<file path="src/rtl/alu_pkg_hdl.sv">
// ============================================================
// alu_pkg_hdl : shared op codes, FSM states and defaults for the ALU core
// Rev 1.0
// ============================================================
`default_nettype none

package alu_pkg_hdl;

   localparam int ALU_WIDTH_DEF = 8;

   typedef enum logic [2:0] {
      no_op  = 3'd0,
      add_op = 3'd1,
      and_op = 3'd2,
      xor_op = 3'd3,
      mul_op = 3'd4,
      rst_op = 3'd5
   } alu_op_t;

   typedef enum logic [1:0] {
      IDLE = 2'd0,
      EXEC = 2'd1,
      MUL  = 2'd2
   } alu_state_t;

endpackage

`default_nettype wire

</file>
<file path="src/rtl/alu_core_mul_iter.sv">
// ============================================================
// alu_core_mul_iter : iterative shift-add multiplier, one bit per cycle
// Rev 1.0
// ============================================================
`default_nettype none

module alu_core_mul_iter #(
   parameter int WIDTH = 8
) (
   input  logic                 clk,
   input  logic                 rst,
   input  logic                 start,
   input  logic [WIDTH-1:0]     a,
   input  logic [WIDTH-1:0]     b,
   output logic                 busy,
   output logic                 last,
   output logic [2*WIDTH-1:0]   product
);

   localparam int CNT_W = $clog2(WIDTH + 1);

   logic [2*WIDTH-1:0] acc_q, acc_d;
   logic [2*WIDTH-1:0] mcand_q, mcand_d;
   logic [WIDTH-1:0]   mplier_q, mplier_d;
   logic [CNT_W-1:0]   cnt_q, cnt_d;
   logic               busy_q, busy_d;
   logic [2*WIDTH-1:0] partial;

   always_ff @(posedge clk) begin
      if (rst) begin
         acc_q    <= '0;
         mcand_q  <= '0;
         mplier_q <= '0;
         cnt_q    <= '0;
         busy_q   <= 1'b0;
      end else begin
         acc_q    <= acc_d;
         mcand_q  <= mcand_d;
         mplier_q <= mplier_d;
         cnt_q    <= cnt_d;
         busy_q   <= busy_d;
      end
   end

   // product is the accumulator including the current bit, so on the last
   // iteration it already holds the full result.
   always_comb begin
      partial  = mplier_q[0] ? mcand_q : '0;
      product  = acc_q + partial;
      last     = busy_q && (cnt_q == CNT_W'(WIDTH - 1));
      busy     = busy_q;
      acc_d    = acc_q;
      mcand_d  = mcand_q;
      mplier_d = mplier_q;
      cnt_d    = cnt_q;
      busy_d   = busy_q;
      if (start) begin
         acc_d    = '0;
         mcand_d  = {{WIDTH{1'b0}}, a};
         mplier_d = b;
         cnt_d    = '0;
         busy_d   = 1'b1;
      end else if (busy_q) begin
         acc_d    = product;
         mcand_d  = mcand_q << 1;
         mplier_d = mplier_q >> 1;
         cnt_d    = cnt_q + CNT_W'(1);
         if (last) begin
            busy_d = 1'b0;
            cnt_d  = '0;
         end
      end
   end

endmodule

`default_nettype wire

</file>
<file path="src/rtl/alu_core_seq.sv">
// ============================================================
// alu_core_seq : sequential ALU, valid/ready in, done/result out
// Optional: ALU_CORE_STATUS_EN adds the overflow status port
// Rev 1.0
// ============================================================
`default_nettype none

module alu_core_seq
   import alu_pkg_hdl::*;
#(
   parameter int WIDTH = ALU_WIDTH_DEF
) (
   input  logic                 clk,
   input  logic                 rst,
   input  logic                 valid,
   output logic                 ready,
   input  logic [2:0]           op,
   input  logic [WIDTH-1:0]     a,
   input  logic [WIDTH-1:0]     b,
   output logic                 done,
   output logic [2*WIDTH-1:0]   result
`ifdef ALU_CORE_STATUS_EN
   ,
   output logic                 overflow
`endif
);

   alu_state_t         state_q, state_d;
   alu_op_t            op_q, op_d, op_in;
   logic [WIDTH-1:0]   a_q, a_d, b_q, b_d;
   logic               done_q, done_d;
   logic [2*WIDTH-1:0] result_q, result_d;
   logic [2*WIDTH-1:0] sum;
   logic               accept;
   logic               mul_start, mul_busy, mul_last;
   logic [2*WIDTH-1:0] mul_product;
`ifdef ALU_CORE_STATUS_EN
   logic               ovf_q, ovf_d;
`endif

   assign op_in  = alu_op_t'(op);
   assign accept = valid && ready;
   assign sum    = {{WIDTH{1'b0}}, a_q} + {{WIDTH{1'b0}}, b_q};

   alu_core_mul_iter #(.WIDTH(WIDTH)) u_mul (
      .clk     (clk),
      .rst     (rst),
      .start   (mul_start),
      .a       (a),
      .b       (b),
      .busy    (mul_busy),
      .last    (mul_last),
      .product (mul_product)
   );

   always_ff @(posedge clk) begin
      if (rst) begin
         state_q  <= IDLE;
         op_q     <= no_op;
         a_q      <= '0;
         b_q      <= '0;
         done_q   <= 1'b0;
         result_q <= '0;
`ifdef ALU_CORE_STATUS_EN
         ovf_q    <= 1'b0;
`endif
      end else begin
         state_q  <= state_d;
         op_q     <= op_d;
         a_q      <= a_d;
         b_q      <= b_d;
         done_q   <= done_d;
         result_q <= result_d;
`ifdef ALU_CORE_STATUS_EN
         ovf_q    <= ovf_d;
`endif
      end
   end

   always_comb begin
      state_d = state_q;
      case (state_q)
         IDLE: begin
            if (accept) begin
               case (op_in)
                  add_op, and_op, xor_op: state_d = EXEC;
                  mul_op:                 state_d = MUL;
                  default:                state_d = IDLE;
               endcase
            end
         end
         EXEC:    state_d = IDLE;
         MUL:     if (mul_last || !mul_busy) state_d = IDLE;
         default: state_d = IDLE;
      endcase
   end

   always_comb begin
      ready     = (state_q == IDLE);
      mul_start = 1'b0;
      op_d      = op_q;
      a_d       = a_q;
      b_d       = b_q;
      done_d    = 1'b0;
      result_d  = result_q;
`ifdef ALU_CORE_STATUS_EN
      ovf_d     = ovf_q;
`endif
      case (state_q)
         IDLE: begin
            if (accept) begin
               op_d      = op_in;
               a_d       = a;
               b_d       = b;
               mul_start = (op_in == mul_op);
               if (op_in == rst_op) begin
                  result_d = '0;
`ifdef ALU_CORE_STATUS_EN
                  ovf_d    = 1'b0;
`endif
               end
            end
         end
         EXEC: begin
            done_d = 1'b1;
`ifdef ALU_CORE_STATUS_EN
            ovf_d  = 1'b0;
`endif
            case (op_q)
               add_op: begin
                  result_d = sum;
`ifdef ALU_CORE_STATUS_EN
                  ovf_d    = sum[WIDTH];
`endif
               end
               and_op:  result_d = {{WIDTH{1'b0}}, a_q & b_q};
               xor_op:  result_d = {{WIDTH{1'b0}}, a_q ^ b_q};
               default: result_d = result_q;
            endcase
         end
         MUL: begin
            if (mul_last) begin
               done_d   = 1'b1;
               result_d = mul_product;
`ifdef ALU_CORE_STATUS_EN
               ovf_d    = |mul_product[2*WIDTH-1:WIDTH];
`endif
            end
         end
         default: ;
      endcase
   end

   assign done   = done_q;
   assign result = result_q;
`ifdef ALU_CORE_STATUS_EN
   assign overflow = ovf_q;
`endif

endmodule

`default_nettype wire
</file>
<file path="config.mk">
export PLATFORM = sky130hd
export DESIGN_NAME = alu_core_seq
export DESIGN_NICKNAME = d
export VERILOG_FILES = /design/src/rtl/alu_pkg_hdl.sv /design/src/rtl/alu_core_mul_iter.sv /design/src/rtl/alu_core_seq.sv
export SDC_FILE = /design/constraint.sdc
export NUM_CORES = 1
export LEC_CHECK = 0
export BUFFER_PORTS_ARGS = -buffer_cell sky130_fd_sc_hd__buf_2
export CAP_MARGIN = 0
export CORE_ASPECT_RATIO = 0.9
export CORE_MARGIN = 2
export CORE_UTILIZATION = 58
export DETAILED_ROUTE_END_ITERATION = 10
export PLACE_DENSITY_LB_ADDON = 0.12
export SLEW_MARGIN = 20
export SYNTH_ARGS = -nofsm -noshare
export SYNTH_HDL_FRONTEND = slang
export SYNTH_SLANG_ARGS = --single-unit
</file>
<file path="constraint.sdc">
create_clock -name clk -period 4.9 [get_ports clk]
set_input_delay 0 -clock clk [delete_from_list [all_inputs] [get_ports clk]]
set_output_delay 0 -clock clk [all_outputs]
set_load 0.02 [all_outputs]
</file>
=== Word level (Yosys, flattened, before mapping) ===
Cells that the tools add are included.
Widths: inputs -> output; s select.

* Register bits: 83

* $add $sub $neg: 3
* Eq/ne operators: 16
* Muxes and demuxes: 22
* Bitwise logic cells: 2
* Reduce and logical (&&, ||, !) cells: 12

{| class="wikitable"
|+ Operators by type and width
! kind !! count
|-
| $pmux 16 s3 || 2
|-
| $mux 16 || 4
|-
| $mux 8 || 4
|-
| $add 16x16->16 || 1
|-
| $eq 3x2->1 const B || 4
|-
| $add 8x8->9 || 1
|-
| $and 8x8->8 || 1
|-
| $pmux 2 s2 || 2
|-
| $xor 8x8->8 || 1
|-
| $eq 3x1->1 const B || 2
|-
| $eq 3x3->1 const B || 2
|-
| $mux 1 || 6
|-
| $reduce_and 5->1 || 1
|-
| $add 4x1->4 const B || 1
|-
| $eq 4x3->1 const B || 1
|-
| $mux 2 || 2
|-
| $mux 4 || 1
|-
| $ne 2x1->1 const B || 2
|-
| $ne 2x2->1 const B || 2
|-
| $ne 4x4->1 const B || 1
|-
| $reduce_and 2->1 || 2
|-
| $reduce_bool 3->1 || 1
|-
| $reduce_or 3->1 || 1
|-
| $eq 2x1->1 const B || 1
|-
| other kinds (8) || 9
|}

=== Longest topological paths before layout ===
Gate-level depths: netlist (run 1).

* Word-level depth: 5
* Mapped depth: 10
* Gate-level depth less buffers: 9

=== Modules after synthesis ===
A second synthesis (run 1) with hierarchy kept.

* Cell total of the unflattened synthesis: 565
* Area, all modules: 4687.0 um^2

{| class="wikitable"
|+ Modules (own cells, without submodules)
! module !! times used !! cells an instance !! area an instance (um^2)
|-
| alu_core_mul_iter || 1 || 316 || 2650.0
|-
| alu_core_seq || 1 || 249 || 2037.0
|}

=== Worst setup path before layout (run 1) ===
OpenSTA, ideal clock, no wires.

* Kind: flip-flop to flip-flop
* Start point: reg u_mul.mplier_q[0]
* End point: reg result_q[10] (netlist: result[10])
* Setup time: 0.114 ns
* Arrival: 2.360 ns
* Required time: 4.786 ns
* Setup slack: 2.426 ns
* Cell stages (with the launch flop): 11
* Path buffers: 1
* Path through: dfxtp_1 -> clkbuf_1 -> and2_1 -> ha_1 -> fa_1 -> a211oi_1 -> nor4b_2 -> o211ai_1 -> nand3_1 -> nor3b_1 -> a21o_1

* Cells in the longest elaborated chain, start to end: 4

{| class="wikitable"
|+ RTL lines
! what !! line !! text
|-
| start: declaration || alu_core_mul_iter.sv:24 || <nowiki>logic [WIDTH-1:0] mplier_q, mplier_d;</nowiki>
|-
| start signal: assignment || alu_core_mul_iter.sv:39 || <nowiki>mplier_q <= mplier_d;</nowiki>
|-
| $mux 16 || alu_core_mul_iter.sv:48 || <nowiki>partial = mplier_q[0] ? mcand_q : '0;</nowiki>
|-
| $add 16x16->16 || alu_core_mul_iter.sv:49 || <nowiki>product = acc_q + partial;</nowiki>
|-
| $mux 16 || alu_core_seq.sv:142 || <nowiki>if (mul_last) begin</nowiki>
|-
| $pmux 16 s3 || alu_core_seq.sv:109 || <nowiki>case (state_q)</nowiki>
|-
| end signal: assignment || alu_core_seq.sv:73 || <nowiki>result_q <= result_d;</nowiki>
|-
| end: declaration || alu_core_seq.sv:32 || <nowiki>logic [2*WIDTH-1:0] result_q, result_d;</nowiki>
|}

Every way passes these cells. The select of a mux whose other input is x is not followed.
A chain may end at the register's enable or synchronous reset.

=== Worst setup path after layout (run 1) ===
* Start point: reg u_mul.mplier_q[0]
* End point: reg u_mul.acc_q[14]

* Cells in the longest elaborated chain, start to end: 2

{| class="wikitable"
|+ RTL lines
! what !! line !! text
|-
| $mux 16 || alu_core_mul_iter.sv:48 ||
|-
| $add 16x16->16 || alu_core_mul_iter.sv:49 ||
|-
| end signal: assignment || alu_core_mul_iter.sv:31 || <nowiki>acc_q <= '0;</nowiki>
|-
| end signal: assignment || alu_core_mul_iter.sv:37 || <nowiki>acc_q <= acc_d;</nowiki>
|-
| end: declaration || alu_core_mul_iter.sv:22 || <nowiki>logic [2*WIDTH-1:0] acc_q, acc_d;</nowiki>
|}

Every way passes these cells.

==> results of run 1 <==
-- cell families after synthesis --
| kind of cell | after synthesis |
|---|---|
| AO/OA/AOI/OAI | 149 |
| XOR/XNOR | 11 |
| multiplexers | 40 |
| flip-flops | 83 |
| AND/OR/NAND/NOR | 199 |
| adder cells (fa/ha/maj) | 30 |
| buffers and inverters | 39 |
-- path summary, 6_finish.rpt --
check	start	endpoint	slack (ns)	cells after the start
worst max-delay path	u_mul.mplier_q[0]	u_mul.acc_q[14]	2.11	9
worst min-delay path	valid	state_q[0]	0.16	4
worst min register to register	result[15]	result[15]	0.46	2
worst max register to register	u_mul.mplier_q[0]	u_mul.acc_q[14]	2.11	9
-- routing by layer --
metal	share of wire (%)	wire length, µm	global-route usage [%]	up-vias
met2	45	5120	41.1	120
met5	0	0	0	-
met4	1.6	186	7.85	0
met1	49	5610	38.1	1962
li1	-	-	-	2070
met3	4.8	554	5.24	21
-- synthesized netlist by cell type, types with 2 or more instances --
library cell | instances | area share, %
dfxtp_1 | 83 | 36
nand2_1 | 65 | 5.2
nor2_1 | 57 | 4.6
a21oi_1 | 45 | 4.8
mux2i_1 | 38 | 8.2
ha_1 | 28 | 7.5
o21ai_0 | 23 | 2.5
clkbuf_1 | 22 | 1.8
a211oi_1 | 20 | 3.2
and2_1 | 18 | 2.4
nand3_1 | 11 | 1.2
a21o_1 | 9 | 1.4
nand3b_1 | 9 | 1.4
inv_1 | 8 | 0.64
o21a_1 | 8 | 1.3
nand2b_1 | 6 | 0.80
nor3_1 | 6 | 0.64
xnor2_1 | 6 | 1.1
a221o_1 | 5 | 1.1
a22oi_1 | 5 | 0.80
a31oi_1 | 5 | 0.67
nor2b_1 | 5 | 0.67
or3_1 | 5 | 0.67
xor2_1 | 5 | 0.94
buf_1 | 4 | 0.32
nand4_1 | 4 | 0.54
nand4b_1 | 4 | 0.75
nor3b_1 | 4 | 0.64
o21bai_1 | 4 | 0.64
a2bb2oi_1 | 3 | 0.56
buf_2 | 3 | 0.32
o211ai_1 | 3 | 0.48
o31a_1 | 3 | 0.56
fa_1 | 2 | 0.86
mux2_2 | 2 | 0.48
o31ai_1 | 2 | 0.32
-- power by group through the flow --
stage               Sequential [W]  Combinational [W]  Clock [W]
floorplan                 0.000718           0.000105          0
global placement          0.000724           0.000134          0
detailed placement        0.000725           0.000137          0
CTS                       0.000710           0.000149   0.000498
global route              0.000712           0.000167   0.000528
finish                    0.000710           0.000152   0.000490
-- timing repair --
action / CTS / global route
setup buffers: 0 / 0
hold endpoints to repair: 35 / 0
hold buffers: 19 / 0
-- flip-flops by register name, summed over array words and instances (netlist names) --
| register | count |
|---|---|
| u_mul.cnt_q | 4 |
| u_mul.acc_q | 16 |
| u_mul.mplier_q | 8 |
| a_q | 8 |
| u_mul.mcand_q | 16 |
| state_q | 2 |
| b_q | 8 |
| result | 16 |
| u_mul.busy | 1 |
| op_q | 3 |
| done | 1 |
-- worst min-delay path: stages --
cell and delay [ns]:
buf_2 0.12, o21ai_0 0.13, a21oi_1 0.17, nor2_1 0.05
-- metrics by stage --
stage	hold WS [ns]	power (W)	setup WS (ns)
global route	0.183	0.00141	1.86
global placement	0.259	0.000858	2.29
CTS	0.133	0.00136	2.12
finish	0.156	0.00135	2.11
floorplan	0.136	0.000823	2.43
detailed placement	0.262	0.000862	2.15
-- area by class of cell --
cell class                      count  area, µm²  area share, %
Timing Repair Buffer               61        408           7.74
Multi-Input combinational cell    429       2840           53.9
Tap cell                           99        124           2.35
Inverter                            8       30.0          0.570
Clock buffer                        9        124           2.35
Clock inverter                      7       80.1           1.52
Sequential cell                    83       1660           31.5
==> flow_summary.yaml, run 1 <==
sta:
  fin_worst_skew_ns: 0.00910
  finalHoldViolations: 0
  rsz0062_at_grt: "false"
  finalMaxSlewViolations: 0
  tns_ns: 0
  finalCritPeriodShare_pct: 57.0
  relSlewSlack_pct: 43.6
  worst_slew_pin_slew_ns: 0.846
  min_period_ns: 2.79
  setup_viol: 0
  max_clock_freq_mhz: 358
routing:
  vias: 4173
  routed_wl_um: 11500
  wire_per_inst_um: 16.5
  viasPerCell: 6.00
  drc_errors: 0
  antenna_left: 0
  drt_iter0_drc: 285
  dr.pass1.iters: 5
pwr:
  combPwrFrac_pct: 11.2
  seqPwrFrac_pct: 52.5
  clockPowerShare_pct: 36.3
  p_per_area_nw_per_um2: 256
  p_leak_nw: 2.17
  peakVddDrop_uv: 181
  switching_share_pct: 29.2
  p_int_w: 0.000957
  switching_power_w: 0.000395
final_layout:
  antennaDiodeCount: 0
  fillers: 691
  nets: 644
  final_common_cell: "dfxtp_1"
  area_growth_pct: 13.0
  layout.cells.non_filler: 696
  final_cell_mix: "dfxtp_1 (82), nand2_1 (65), nor2_1 (57), a21oi_1 (45), buf_2 (39)"
  final_area_um2: 5270
  drive_above_1_share_pct: 11.2
  fin_util_pct: 66.6
placed_design:
  gp_congestion: 0.831
  port_buffers: 39
  dp_cells: 661
  placed_area_um2: 4880
  dp_hpwl_um: 8270
yosys:
  synth_edf_count: 0
  async_reset_ff_share_pct: 0
  yosys.area_share.simple_pct: 20.5
  synth.area.mux_share_pct: 8.63
  synth_top_family_by_area: "compound AO/OA/AOI/OAI gates"
  syn_area_um2: 4670
  synth_nets: 603
  synth_compound_area_share_pct: 21.4
  synthFlopType: "dfxtp_1"
  syn_avg_cell_area_um2: 8.47
  synth_xor_area_share_pct: 2.06
  syn_inst: 551
  ys_ff_latch: 83
  yosys_warnings: 0
  ys_seq_area_share_pct: 35.6
  synthAdderAreaFrac_pct: 8.36
  synthDistinctLibCells: 57
clock_tree:
  clk-insertion-delay-late_ns: 0.36
  cts_tree: "yes"
  cts_buffers: 9
  post_cts_resized: 0
  cts.clk_slew.worst_paths_ns: 0.09
  clock-sinks: 83
  h-tree-depth: 3
  clock_tree.root_cell: "clkbuf_8"
  clock_path_buffers: 2
floorplanning:
  io_pins: 40
  core_area_um2: 7910
  die_area_um2: 8780
  initial_utilization_pct: 59.0
  die_h_um: 89.1
  die_x_um: 98.6
  rows: 31
global_routing:
  grtUsageTotal_pct: 26.6
  overflow: 0
  grt_max_degree: 63
  antenna_found_initial: 0
  grt_pass1_wl_um: 18500
  first_global_vias: 3748
critical_path:
  worstSetupStartpointType: "register"
  cp.arrival_ns: 3.00
  slowest_delay_ns: 0.46
  worstSetupPathType: "reg -> reg"
  cp_cell_sequence: "and2_1 > ha_1 > fa_1 > a211oi_1 > nor4b_2 > o211ai_1 > a31oi_1 > xnor2_1 > a21oi_1"
  cp_slowest_cell: "fa_1"
  crit_required_ns: 5.11
  crit_buf_inv: 0
  cp_max_fo: 17
  critPathCaptureType: "register"
  crit_family: "compound AO/OA/AOI/OAI gates"
outcome:
  status: "finished, final reports clean"
flow_run:
  drv_cap: 0
min_path:
  hp-class: "in -> reg"
Power figures use the tool's default switching activity.
==> run 2, diff against run 1 <==
--- a/config.mk
+++ b/config.mk
@@ -5,11 +5,12 @@
 export SDC_FILE = /design/constraint.sdc
 export NUM_CORES = 1
 export LEC_CHECK = 0
+export ABC_AREA = 1
 export BUFFER_PORTS_ARGS = -buffer_cell sky130_fd_sc_hd__buf_2
 export CAP_MARGIN = 0
 export CORE_ASPECT_RATIO = 0.9
 export CORE_MARGIN = 2
-export CORE_UTILIZATION = 58
+export CORE_UTILIZATION = 54
 export DETAILED_ROUTE_END_ITERATION = 10
 export PLACE_DENSITY_LB_ADDON = 0.12
 export SLEW_MARGIN = 20
==> constraint.sdc (replaced) <==
create_clock -name clk -period 2.27 [get_ports clk]
set_input_delay 0 -clock clk [delete_from_list [all_inputs] [get_ports clk]]
set_output_delay 0 -clock clk [all_outputs]
set_load 0.02 [all_outputs]
==> run 2 against run 1 <==
Routed wire length up 4.8%. Hold slack worse by 0.063 ns. Synthesized cell count up 29%. Critical path depth up 1. Largest power group unchanged.
==> flow_summary.yaml, run 2 <==
yosys:
  synthDistinctLibCells: 40
  synth_edf_count: 0
  syn_inst: 710
  synth_top_family_by_area: "simple AND/OR/NAND/NOR gates"
  ys_ff_latch: 83
  synth_compound_area_share_pct: 15.5
  yosys.area_share.simple_pct: 31.1
  ys_seq_area_share_pct: 35.2
  synthAdderAreaFrac_pct: 8.27
  synth_top_area_share_pct: 35.2
  synth.area.mux_share_pct: 0
  syn_area_um2: 4720
  synth_top_cells_by_count: "nand2_1 (219), dfxtp_1 (83), inv_1 (76)"
  synth_xor_area_share_pct: 0.928
  async_reset_ff_share_pct: 0
  yosysMostFrequentCell: "nand2_1"
  yosys_warnings: 0
  synthFlopType: "dfxtp_1"
  synth_top_cell_by_area: "dfxtp_1"
  synth_nets: 762
  syn_avg_cell_area_um2: 6.65
  synth_area_leaders: "dfxtp_1 (35%), nand2_1 (17%), ha_1 (7.4%)"
sta:
  finalHoldViolations: 0
  relSlewSlack_pct: 62.1
  worst_slew_pin_slew_ns: 0.568
  rsz0062_at_grt: "false"
  tns_ns: 0
  finalMaxSlewViolations: 0
  fin_worst_skew_ns: 0.0145
  finalCritPeriodShare_pct: 89.4
  setup_viol: 0
  max_clock_freq_mhz: 493
  min_period_ns: 2.03
clock_tree:
  cts_buffers: 9
  clk-insertion-delay-late_ns: 0.36
  clock_tree.root_cell: "clkbuf_8"
  h-tree-depth: 3
  cts_tree: "yes"
  cts.clk_slew.worst_paths_ns: 0.09
  clock-sinks: 83
  clock_path_buffers: 2
flow_run:
  drv_cap: 0
floorplanning:
  initial_utilization_pct: 55.4
  io_pins: 40
  core_area_um2: 8530
  die_x_um: 103
  die_area_um2: 9510
  rows: 32
  die_h_um: 92.7
routing:
  wire_per_inst_um: 13.5
  vias: 4648
  dr.pass1.iters: 5
  antenna_left: 0
  viasPerCell: 5.21
  drc_errors: 0
  drt_iter0_drc: 351
  routed_wl_um: 12000
pwr:
  seqPwrFrac_pct: 49.4
  switching_power_w: 0.000919
  p_int_w: 0.00221
  p_leak_nw: 2.71
  p_per_area_nw_per_um2: 572
  combPwrFrac_pct: 14.8
  clockPowerShare_pct: 35.8
  peakVddDrop_uv: 432
  switching_share_pct: 29.3
final_layout:
  antennaDiodeCount: 0
  regArea_um2: 1670
  fillers: 805
  fin_util_pct: 64.2
  drive_above_1_share_pct: 10.6
  area_growth_pct: 16.0
  nets: 820
  final_common_cell: "nand2_1"
  final_cell_mix: "nand2_1 (219), dfxtp_1 (82), inv_1 (76), a21oi_1 (69), nor2_1 (61)"
  layout.cells.non_filler: 892
  multi_input_area_um2: 2640
placed_design:
  dp_hpwl_um: 8960
  gp_congestion: 0.921
  port_buffers: 39
  dp_cells: 854
global_routing:
  grt_use_met1_pct: 40.2
  grtUsageTotal_pct: 26.7
  gr-max-usage-layer: "met1"
  overflow: 0
  grt_max_degree: 48
  grt.met3_usage_pct: 4.91
  first_global_vias: 4282
  grt_pass1_wl_um: 20000
  grtUsageMet2_pct: 39.9
  antenna_found_initial: 0
critical_path:
  worstSetupStartpointType: "register"
  crit_family: "simple AND/OR/NAND/NOR gates"
  worstSetupPathType: "reg -> reg"
  cp.arrival_ns: 2.31
  crit_required_ns: 2.55
  cp_slowest_cell: "dfxtp_1"
  reg2reg_setup_slack_ns: 0.24
  critPathCaptureType: "register"
  path_common_cell: "inv_1"
  cp_cell_sequence: "inv_1 > ha_1 > inv_1 > nor2_2 > o21ai_1 > nand3_1 > or2_1 > buf_4 > nand2_1 > a21oi_1"
  slowest_delay_ns: 0.35
  cp_max_fo: 16
  crit_buf_inv: 3
min_path:
  hp-class: "in -> reg"
outcome:
  status: "finished, final reports clean"
[run 2: cell count changes after synthesis, moves of 11 or more]
cell and change:
a211oi_1 -17, o21ai_0 +11, inv_1 +68, mux2i_1 -38
a21oi_1 +24, nand3_1 +35, and2_1 -17, nand2_1 +154
[run 2: cell families after synthesis]
family,Yosys count
AND/OR/NAND/NOR,351
flip-flops,83
buffers and inverters,107
adder cells (fa/ha/maj),30
XOR/XNOR,5
AO/OA/AOI/OAI,134
[run 2: repair_timing]
action | CTS | global route
setup endpoints to repair | 0 | 25
hold buffers | 21 | 0
resized for setup | 0 | 3
buffers inserted | 0 | 1
hold endpoints to repair | 32 | 0
[run 2: power by group through the flow]
stage | Combinational, W | Clock (W) | Sequential, W
finish | 0.000463 | 0.00112 | 0.00155
detailed placement | 0.000424 | 0 | 0.00158
global route | 0.000521 | 0.00119 | 0.00155
global placement | 0.000418 | 0 | 0.00158
floorplan | 0.000319 | 0 | 0.00157
CTS | 0.000454 | 0.00114 | 0.00155
[run 2: per-layer routing]
metal,share of wire (%),vias up
met1,51,2101
met5,0,-
met3,5.3,12
met4,1.1,0
met2,42,123
li1,-,2412
[run 2: final cells by class]
cell class,count,area share (%)
inverters,81,5.60
repair buffers,73,9.41
multi-input cells,520,48.1
clock buffers,9,2.26
clock inverters,7,1.49
well taps,119,2.72
flip-flops and latches,83,30.4
[run 2: final timing paths]
kind                    from         end  cells past startpoint
hold reg to reg    result[3]   result[3]                      2
hold / removal         valid  state_q[1]                      6
setup / recovery  state_q[1]   result[6]                     10
setup reg to reg  state_q[1]   result[6]                     10
[run 2: through the flow]
step | total power (W) | instance area, µm² | hold slack (ns) | setup WS (ns)
floorplan | 0.00189 | 4720 | 0.145 | 0.134
global placement | 0.00200 | 5030 | 0.254 | 0.134
detailed placement | 0.00201 | 5030 | 0.261 | 0.0830
CTS | 0.00315 | 5450 | 0.0825 | 0.0543
global route | 0.00327 | 5480 | 0.112 | 0.0240
finish | 0.00313 | 5480 | 0.0922 | 0.241
[run 2: tightest hold or removal path: stages]
cell and delay, ns:
buf_2 0.10, inv_1 0.05, nand2_1 0.06, nand2_1 0.08, nand2_1 0.07, a21oi_1 0.05
